$ cat src/rtl/pe_acc_pkg.sv
// Shared types and default widths for the partial-sum accumulator/drain block.
package pe_acc_pkg;

  localparam int DEFAULT_ACC_BW = 32;
  localparam int DEFAULT_CNT_BW = 8;

  typedef enum logic [1:0] {
    IDLE = 2'd0,
    ACC  = 2'd1,
    HOLD = 2'd2
  } state_t;

endpackage

$ cat src/rtl/pe_acc_add.sv
// Accumulator adder with carry-out detection.
// Build option: PE_ACC_SAT_EN clamps an overflowing sum to all ones instead of wrapping.
module pe_acc_add #(
  parameter int W = 32
) (
  input  logic [W-1:0] a,
  input  logic [W-1:0] b,
  output logic [W-1:0] sum,
  output logic         ovf
);

  logic [W:0] full;

  assign full = {1'b0, a} + {1'b0, b};
  assign ovf  = full[W];

`ifdef PE_ACC_SAT_EN
  // Once clamped, any nonzero addend overflows again, so the run stays at all ones.
  assign sum = full[W] ? {W{1'b1}} : full[W-1:0];
`else
  assign sum = full[W-1:0];
`endif

endmodule

$ cat src/rtl/pe_acc_drain.sv
// Accumulates acc_len partial sums per run and holds the result until drained.
// Build option: PE_ACC_SAT_EN (saturating accumulation, handled in pe_acc_add).
//
// Handshakes: a transfer happens on a rising edge where valid and ready are both
// high; valid never depends on ready, and out_data/out_ovf are stable while
// out_valid is high and out_ready is low.
module pe_acc_drain
  import pe_acc_pkg::*;
#(
  parameter int ACC_BW = DEFAULT_ACC_BW,
  parameter int CNT_BW = DEFAULT_CNT_BW
) (
  input  logic              clk,
  input  logic              rst,
  input  logic              in_valid,
  input  logic [ACC_BW-1:0] in_data,
  output logic              in_ready,
  input  logic [CNT_BW-1:0] acc_len,
  output logic              out_valid,
  input  logic              out_ready,
  output logic [ACC_BW-1:0] out_data,
  output logic              out_ovf,
  output state_t            dbg_state
);

  state_t            state_q, state_d;
  logic [ACC_BW-1:0] acc_q, acc_d;
  logic [CNT_BW-1:0] cnt_q, cnt_d;
  logic [CNT_BW-1:0] len_q, len_d;
  logic              ovf_q, ovf_d;

  logic              accept;
  logic [CNT_BW-1:0] len_first;
  logic [CNT_BW-1:0] cnt_inc;
  logic [ACC_BW-1:0] add_sum;
  logic              add_ovf;

  pe_acc_add #(.W(ACC_BW)) u_add (
    .a   (acc_q),
    .b   (in_data),
    .sum (add_sum),
    .ovf (add_ovf)
  );

  assign accept    = in_valid && in_ready;
  // A zero length is treated as a single-beat run.
  assign len_first = (acc_len == '0) ? CNT_BW'(1) : acc_len;
  assign cnt_inc   = cnt_q + CNT_BW'(1);

  always_comb begin
    state_d   = state_q;
    acc_d     = acc_q;
    cnt_d     = cnt_q;
    len_d     = len_q;
    ovf_d     = ovf_q;
    in_ready  = 1'b1;
    out_valid = 1'b0;
    case (state_q)
      IDLE: begin
        if (accept) begin
          acc_d   = in_data;
          len_d   = len_first;
          cnt_d   = CNT_BW'(1);
          ovf_d   = 1'b0;
          state_d = (len_first == CNT_BW'(1)) ? HOLD : ACC;
        end
      end
      ACC: begin
        if (accept) begin
          acc_d = add_sum;
          ovf_d = ovf_q | add_ovf;
          cnt_d = cnt_inc;
          if (cnt_inc == len_q) state_d = HOLD;
        end
      end
      HOLD: begin
        in_ready  = 1'b0;
        out_valid = 1'b1;
        if (out_ready) state_d = IDLE;
      end
      default: state_d = IDLE;
    endcase
  end

  always_ff @(posedge clk) begin
    if (rst) begin
      state_q <= IDLE;
      acc_q   <= '0;
      cnt_q   <= '0;
      len_q   <= '0;
      ovf_q   <= 1'b0;
    end else begin
      state_q <= state_d;
      acc_q   <= acc_d;
      cnt_q   <= cnt_d;
      len_q   <= len_d;
      ovf_q   <= ovf_d;
    end
  end

  assign out_data  = acc_q;
  assign out_ovf   = ovf_q;
  assign dbg_state = state_q;

endmodule

$ cat config.mk
export PLATFORM = sky130hd
export DESIGN_NAME = pe_acc_drain
export DESIGN_NICKNAME = d
export VERILOG_FILES = /design/src/rtl/pe_acc_pkg.sv /design/src/rtl/pe_acc_add.sv /design/src/rtl/pe_acc_drain.sv
export SDC_FILE = /design/constraint.sdc
export NUM_CORES = 1
export LEC_CHECK = 0
export BUFFER_PORTS_ARGS = -buffer_cell sky130_fd_sc_hd__buf_2
export CAP_MARGIN = 20
export CORE_UTILIZATION = 51
export DETAILED_ROUTE_END_ITERATION = 12
export PLACE_DENSITY = 0.78
export SLEW_MARGIN = 25
export SYNTH_ARGS = -nofsm -noshare
export SYNTH_HDL_FRONTEND = slang
export SYNTH_HIERARCHICAL = 1
export SYNTH_SLANG_ARGS = --single-unit
$ cat constraint.sdc
create_clock -name clk -period 3 [get_ports clk]
set_input_delay 0.6 -clock clk [delete_from_list [all_inputs] [get_ports clk]]
set_output_delay 0.6 -clock clk [all_outputs]
set_load 0.01 [all_outputs]
==> impl_metrics.yaml, run 1 <==
clocking:
  cts_tree: "built"
  hold_buffers: 0
  cts.sinks: 51
  cts.reportedPaths.clkPinSlew_ns: 0.11
  ctsRootBufferMaster: "clkbuf_8"
  insertion_delay_ns: 0.32
  cts-htree-levels: 2
  cts_made_buffers: 5
  ctsLongestPathBuffers: 2
detailed_routing:
  route.detailed.drc: 0
  vias: 4065
  firstDrtPassIters: 4
  viasPerCell: 5.774
  ant_nets: 0
  wire_per_inst_um: 14.94
  drt_iter0_drc: 147
  drt-total-wl_um: 10520
die:
  initial_core_util_pct: 53.14
  die_y_um: 92.20
  rows: 32
  die_w_um: 92.20
  core_area_sq_mm: 0.007807
  dieArea_sq_mm: 0.008500
  io_pins: 81
power:
  power_density_mw_per_mm2: 571.9
  p_leak_uw: 0.002190
  irDropWorstVdd_v: 0.0002752
outcome:
  outcome: "finished, final reports clean"
placed_design:
  hpwl_um: 7891
  port_buffers: 80
  place.gp.congestion: 0.8862
global_route:
  grt_start_max_net_pins: 52
  track_usage_pct: 25.41
  grt_busiest_layer: "met2"
  antenna_found_initial: 1
  grtUsageMet3_pct: 2.985
  grt_pass1_wl_um: 17730
  grt_pass1_vias: 3997
  grt_overflow: 0
  grtUsageMet1_pct: 32.14
  use_met2_pct: 43.72
yosys:
  synthArstFlopShare_pct: 0
  synth_nets: 581
  syn-cell-area_sq_mm: 0.004149
  synth.distinct_cells: 57
  synth-seq-cells: 51
  synth_ff_type: "dfxtp_1"
  syn_avg_cell_area_sq_um: 8.248
  yosysWarnings: 6
  synth_cells: 503
  synth_edf_count: 0
  ys_seq_area_share_pct: 24.61
setup_path:
  crit_path_max_fanout: 3
  crit_chain: "buf_2 -> ha_1 -> fa_2 -> a21o_1 -> a221oi_4 -> o21a_4 -> buf_4 -> o21ai_1 -> a21o_1 -> a21oi_1 -> xnor2_1 -> mux2i_1 -> a211oi_1"
  startpoint_type: "input port"
  criticalPathCategory: "in -> reg"
  critPathRequiredTime_ns: 3.23
  cp-end-kind: "register"
  cpLargestDelayFamily: "compound AO/OA/AOI/OAI gates"
  cp_common_cell: "a21o_1"
  slowest_stage: "a221oi_4"
  cp_num_buf_inv: 2
  cp.arrival_ns: 3.06
  crit_path_max_incr_delay_ns: 0.37
job:
  maxCapViolCount: 0
cells_and_area:
  final_util_pct: 63.94
  fillers: 696
  drive_above_1_share_pct: 25.29
  nets: 678
  synthToLayoutAreaGrowth_pct: 20.33
  layout_common_cells: "buf_2, nor2_1, dfxtp_1, buf_4, mux2i_1"
  mostFrequentLayoutCell: "buf_2"
  seq_area_sq_mm: 0.001021
  multi_input_area_sq_mm: 0.002977
sta:
  rsz0062_at_grt: "no"
  min_period_over_period_pct: 94.38
  setup_viol: 0
  max_freq_mhz: 353.2
  slew_headroom_pct: 32.90
  hold_viol: 0
  worst_slew_pin_slew_ns: 1.007
  slew_viol_final: 0
  fin_setup_tns_ns: 0
  finalClockSkew_ns: 0.01027
  min_period_ns: 2.831
min_path:
  hold_class: "reg -> reg"
-- through the flow --
stage / cells / total power, uW / setup slack [ns] / area (sq um) / hold slack, ns
final: 704 / 2855 / 0.1686 / 4992 / 0.5030
after detailed placement: 694 / 2322 / -0.2412 / 4838 / 0.4998
after global routing: 704 / 3060 / 0.006168 / 4992 / 0.5459
after floorplan: 503 / 1873 / 0.03177 / 4149 / 0.4810
after global placement: 694 / 2277 / -0.1567 / 4838 / 0.4932
after CTS: 702 / 2842 / 0.04231 / 4954 / 0.5180
-- where the power goes --
| part | internal, uW | total (uW) | switching [uW] | leakage (uW) |
|---|---|---|---|---|
| clock | 252 | 511 | 259 | 0.0000548 |
| sequential | 769 | 868 | 98.3 | 0.000421 |
| combinational | 695 | 1480 | 781 | 0.00171 |
| total | 1720 | 2850 | 1140 | 0.00219 |
-- flip-flops by register name, summed over array words and instances, names as in the netlist --
name and cells:
cnt_q 8, out_ovf 1, len_q 8, dbg_state 2, out_data 32
-- tightest hold or removal path, stage by stage (launching register included) --
cell     delay, ns
dfxtp_1       0.33
a21oi_2       0.09
nor3_1        0.04
-- cells in the mapped netlist, drive strengths merged, types with 12 or more instances --
master | count | area (sq um)
o21ai | 24 | 120.1
mux2i | 40 | 400.4
nor3 | 12 | 60.06
xor2 | 12 | 105.1
a21oi | 41 | 205.2
xnor2 | 27 | 236.5
ha | 33 | 412.9
nand2 | 29 | 108.9
dfxtp | 51 | 1021
a211oi | 37 | 282.8
nor2 | 64 | 240.2
clkbuf | 21 | 88.83
-- cells by family after synthesis --
group           after synthesis  synth area share (%)
compound gates              146                 25.09
xor+xnor                     39                 8.233
fa+ha+maj                    34                 10.43
buf+inv                      41                 4.704
flops                        51                 24.61
mux                          40                 9.650
simple gates                152                 17.28
-- path summary, 6_finish.rpt --
kind / endpoint / cells past startpoint / from / slack, ns
setup / recovery: out_data[12] / 13 / in_data[0] / 0.17
hold / removal: out_ovf / 2 / out_ovf / 0.50
setup reg to reg: out_data[12] / 12 / out_data[0] / 0.20
hold reg to reg: out_ovf / 2 / out_ovf / 0.50
-- metal layers --
layer | share of wire [%] | wire length [um] | vias to the layer above
li1 | - | - | 2036
met1 | 45 | 4724 | 1907
met2 | 49 | 5166 | 106
met3 | 4.2 | 445 | 16
met4 | 1.7 | 181 | 0
met5 | 0 | 0 | -
-- final cells by class --
| type | instances | area share [%] |
|---|---|---|
| antenna | 1 | 0.05013 |
| clock buffer | 5 | 1.378 |
| clock inverter | 3 | 0.9273 |
| inverter | 9 | 0.6767 |
| multi-input combinational | 411 | 59.62 |
| sequential | 51 | 20.45 |
| tap | 102 | 2.556 |
| timing repair buffer | 122 | 14.34 |
-- timing repair --
item	4_1_cts	5_1_grt
gates resized for setup	0	5
endpoints found under the setup margin	0	9
setup buffers	0	1
No activity file was read; power rests on OpenSTA's default activity.
==> inputs of run 2 (changes only) <==
- CORE_MARGIN: default -> 2
- TNS_END_PERCENT: default -> 50
==> impl_metrics.yaml, run 2 (synthesis gave the netlist of run 1 again) <==
clocking:
  hold_buffers: 0
  cts_made_buffers: 5
  cts.reportedPaths.clkPinSlew_ns: 0.11
  cts-htree-levels: 2
  insertion_delay_ns: 0.32
  cts.sinks: 51
  cts_setup_buffers: 0
  cts-resized-gates: 0
  ctsLongestPathBuffers: 2
  ctsRootBufferMaster: "clkbuf_8"
  cts_tree: "built"
sta:
  slew_viol_final: 0
  worst_slew_pin_slew_ns: 0.9772
  max_freq_mhz: 352.1
  min_period_over_period_pct: 94.68
  finalClockSkew_ns: 0.01069
  hold_viol: 0
  rsz0062_at_grt: "no"
  slew_headroom_pct: 34.86
  whs_ns: 0.5243
  setup_viol: 0
  min_period_ns: 2.840
detailed_routing:
  drt-total-wl_um: 10620
  viasPerCell: 5.845
  wire_per_inst_um: 15.25
  vias: 4068
  route.detailed.drc: 0
  firstDrtPassIters: 4
  ant_nets: 0
  drt_iter0_drc: 152
global_route:
  grt_overflow: 0
  track_usage_pct: 24.34
  grtUsageMet3_pct: 2.729
  grtUsageMet1_pct: 31.07
  use_met2_pct: 43.15
  antenna_found_initial: 0
  grt_start_max_net_pins: 52
  grt_pass1_wl_um: 17680
  grt_busiest_layer: "met2"
  grt_pass1_vias: 3889
setup_path:
  cpLargestDelayFamily: "compound AO/OA/AOI/OAI gates"
  crit_chain: "buf_2 -> ha_1 -> fa_2 -> a21o_1 -> a221oi_4 -> o21a_4 -> o41a_4 -> o2111ai_4 -> a211oi_2 -> xnor2_1 -> mux2i_1 -> a211oi_1"
  startpoint_type: "input port"
  cp-end-kind: "register"
  crit_path_max_fanout: 3
  crit_path_max_incr_delay_ns: 0.36
  criticalPathCategory: "in -> reg"
  worstReg2RegStart: "out_data[0]"
  r2r_cells: 11
  cp_num_buf_inv: 1
  r2r_end: "out_data[30]"
  slowest_stage: "fa_2"
  regToRegSetupSlack_ns: 0.19
  critPathRequiredTime_ns: 3.24
  cp.arrival_ns: 3.08
cells_and_area:
  mostFrequentLayoutCell: "buf_2"
  antenna_cells: 0
  largest_reg_flops: 32
  nets: 671
  design_area_sq_mm: 0.004927
  drive_above_1_share_pct: 24.58
  fin_cells: 696
  layout_common_cells: "buf_2, nor2_1, dfxtp_1, mux2i_1, a21oi_1"
  synthToLayoutAreaGrowth_pct: 18.76
outcome:
  outcome: "finished, final reports clean"
min_path:
  min_to: "out_ovf"
  hold_depth: 2
  min-delay-start: "out_ovf"
  hold_class: "reg -> reg"
die:
  rows: 32
  die_w_um: 94.20
  initial_core_util_pct: 53.14
  core_area_sq_mm: 0.007807
  io_pins: 81
  die_y_um: 94.20
  dieArea_sq_mm: 0.008873
placed_design:
  hpwl_um: 7960
  placed_cell_area_sq_mm: 0.004793
  dp_cells: 688
  port_buffers: 80
  place.gp.congestion: 0.9400
job:
  maxCapViolCount: 0
power:
  finalPower_uw: 2775
  irDropWorstVdd_v: 0.0003305
  p_leak_uw: 0.002156
  power_density_mw_per_mm2: 563.2
-- run 2: layer usage --
layer | up-vias | wire [um]
met1 | 1928 | 4734
met5 | - | 0
met2 | 105 | 5206
met3 | 13 | 491
met4 | 0 | 185
li1 | 2022 | -
-- run 2: metrics by stage --
stage / setup TNS (ns) / util (%) / setup WS (ns)
2_1_floorplan: 0 / - / 0.03177
3_3_place_gp: -0.8971 / 61.39 / -0.1615
3_5_place_dp: -1.979 / 61.39 / -0.2862
4_1_cts: 0 / 62.64 / 0.01225
5_1_grt: 0 / 63.11 / 0.003357
6_report: 0 / 63.11 / 0.1597
-- run 2: power breakdown --
| part | leakage [uW] | internal, uW | switching (uW) | total (uW) |
|---|---|---|---|---|
| registers | 0.000421 | 769 | 97.8 | 867 |
| logic | 0.00168 | 675 | 790 | 1460 |
| clock network | 0.0000502 | 174 | 269 | 443 |
-- run 2: how the worst max path moves through the flow --
| stage | slack (ns) | cells past startpoint | to | from |
|---|---|---|---|---|
| 4_1_cts | 0.01 | 12 | out_data[22] | in_data[0] |
| 2_1_floorplan | 0.03 | 11 | out_data[30] | in_data[0] |
| 5_1_grt | 0.003 | 10 | out_data[25] | out_data[10] |
| 3_5_place_dp | -0.29 | 12 | out_data[22] | in_data[0] |
| 3_3_place_gp | -0.16 | 12 | out_data[30] | in_data[0] |
| 6_report | 0.16 | 12 | out_data[30] | in_data[0] |
-- run 2: area by class of cell --
type / count / area [sq um]
clock buffer: 5 / 68.82
tap: 102 / 127.6
fill: 696 / 2880
timing repair buffer: 115 / 663.1
sequential: 51 / 1021
clock inverter: 3 / 28.78
multi-input combinational: 411 / 2984
inverter: 9 / 33.78
-- run 2: worst min-delay path, cell delays in order (launching register included) --
cell and delay (ns):
dfxtp_1 0.33, a21oi_1 0.11, nor3_1 0.05
==> inputs of run 3 (changes only) <==
- BUFFER_PORTS_ARGS: -buffer_cell sky130_fd_sc_hd__buf_2 -> default
- CORE_UTILIZATION: 51 -> 59
- DONT_BUFFER_PORTS: default -> 1
- clock period: 3 -> 2.37 ns (I/O delays scaled with it)
==> impl_metrics.yaml, run 3 (synthesis gave the netlist of run 1 again) <==
setup_path:
  cp.arrival_ns: 2.90
  cp_num_buf_inv: 2
  crit_chain: "ha_4 -> a21oi_1 -> o21ai_0 -> a221oi_2 -> buf_4 -> o21bai_4 -> buf_6 -> nor2_4 -> o21ai_2 -> xnor2_1 -> mux2i_1 -> a211oi_1"
  cp-end-kind: "register"
  worstReg2RegStart: "out_data[9]"
  r2r_cells: 12
  slowest_stage: "a221oi_2"
  critPathRequiredTime_ns: 2.61
  cpLargestDelayFamily: "compound AO/OA/AOI/OAI gates"
  criticalPathCategory: "reg -> reg"
  regToRegSetupSlack_ns: -0.28
  crit_path_max_fanout: 5
  crit_path_max_incr_delay_ns: 0.42
  startpoint_type: "register"
  r2r_end: "out_data[28]"
global_route:
  grt_overflow: 0
  grt_pass1_vias: 3958
  antenna_found_initial: 0
  grt_start_max_net_pins: 52
  track_usage_pct: 29.69
  grt_pass1_wl_um: 18260
clocking:
  ctsRootBufferMaster: "clkbuf_8"
  cts_tree: "built"
  cts_made_buffers: 5
  ctsLongestPathBuffers: 2
  cts-htree-levels: 2
  insertion_delay_ns: 0.32
  cts.sinks: 51
  cts.reportedPaths.clkPinSlew_ns: 0.11
cells_and_area:
  mostFrequentLayoutCell: "buf_4"
  fin_cells: 673
  antenna_cells: 0
  final_util_pct: 80.57
  drive_above_1_share_pct: 33.28
  nets: 654
  largest_reg_flops: 32
  synthToLayoutAreaGrowth_pct: 31.94
  layout_common_cells: "buf_4, nor2_1, mux2i_1, dfxtp_1, a21oi_1"
sta:
  whs_ns: 0.1948
  setup_viol: 18
  min_period_ns: 2.654
  fin_ws_ns: -0.2842
  hold_viol: 0
  slew_headroom_pct: 66.46
  max_freq_mhz: 376.8
  slew_viol_final: 0
  worst_slew_pin_slew_ns: 0.5025
  finalClockSkew_ns: 0.01163
  rsz0062_at_grt: "yes"
  min_period_over_period_pct: 112.0
detailed_routing:
  drt-total-wl_um: 12990
  firstDrtPassIters: 5
  viasPerCell: 6.306
  ant_nets: 0
  wire_per_inst_um: 19.31
  drt_iter0_drc: 260
  vias: 4244
  route.detailed.drc: 0
outcome:
  failed_checks: "negative setup slack"
  outcome: "complete, but fails checks"
die:
  dieArea_sq_mm: 0.007719
  die_w_um: 87.86
  die_y_um: 87.86
  rows: 30
  core_area_sq_mm: 0.006794
  io_pins: 81
  initial_core_util_pct: 61.07
power:
  p_leak_uw: 0.002220
  finalPower_uw: 4133
  power_density_mw_per_mm2: 755.0
  irDropWorstVdd_v: 0.0004404
placed_design:
  place.gp.congestion: 0.9058
  hpwl_um: 7800
  dp_cells: 652
  port_buffers: 0
min_path:
  hold_depth: 1
  hold_class: "in -> reg"
  min-delay-start: "rst"
  min_to: "out_data[5]"
job:
  maxCapViolCount: 0
-- run 3: cell count changes in the layout (fill, tap and decap cells not counted), moves of 6 or more --
cell	previous run	this run
buf_6	0	7
o21ai_2	0	6
dfxtp_2	0	12
buf_2	80	0
dfxtp_1	51	39
ha_4	0	14
ha_1	33	19
buf_4	35	90
-- run 3: cell type report --
type | count | area, sq um
Clock inverter | 2 | 38.79
Sequential cell | 51 | 1036
Fill cell | 387 | 1320
Timing Repair Buffer | 98 | 774.5
Tap cell | 96 | 120.1
Inverter | 9 | 33.78
Multi-Input combinational cell | 411 | 3388
Clock buffer | 6 | 82.58
-- run 3: stage by stage --
| stage | area, sq um | TNS (ns) | setup slack (ns) |
|---|---|---|---|
| after floorplan | 4182 | -1.700 | -0.2602 |
| after global placement | 4806 | -4.936 | -0.3062 |
| after detailed placement | 4806 | -5.905 | -0.3835 |
| after CTS | 5244 | -1.871 | -0.2610 |
| after global routing | 5474 | -5.009 | -0.3791 |
| final | 5474 | -3.011 | -0.2842 |
-- run 3: repair_timing --
| item | in CTS | in global routing |
|---|---|---|
| resized for setup | 46 | 41 |
| setup endpoints to repair | 23 | 25 |
| hold buffers | 0 | 0 |
| pin swaps | 35 | 18 |
| buffers inserted | 10 | 3 |
-- run 3: how the worst max path moves through the flow --
stage	from	end	slack, ns	cells after the start
3_5_place_dp	in_data[0]	out_data[24]	-0.38	12
6_report	out_data[9]	out_data[28]	-0.28	12
3_3_place_gp	in_data[0]	out_ovf	-0.31	12
5_1_grt	out_data[11]	out_data[25]	-0.38	12
4_1_cts	out_data[0]	out_data[24]	-0.26	12
2_1_floorplan	in_data[0]	out_data[30]	-0.26	11
-- run 3: where the power goes --
part,leakage [uW],switching [uW],internal [uW]
Combinational,0.00173,1170,1140
Clock,0.0000618,342,349
Sequential,0.000425,151,981
-- run 3: per-layer routing --
| metal | part of all wire [%] | GRT usage, % |
|---|---|---|
| met5 | 0 | 0 |
| met4 | 3.6 | 11.75 |
| met3 | 7.5 | 6.032 |
| met2 | 50 | 50.96 |
| met1 | 39 | 36.40 |
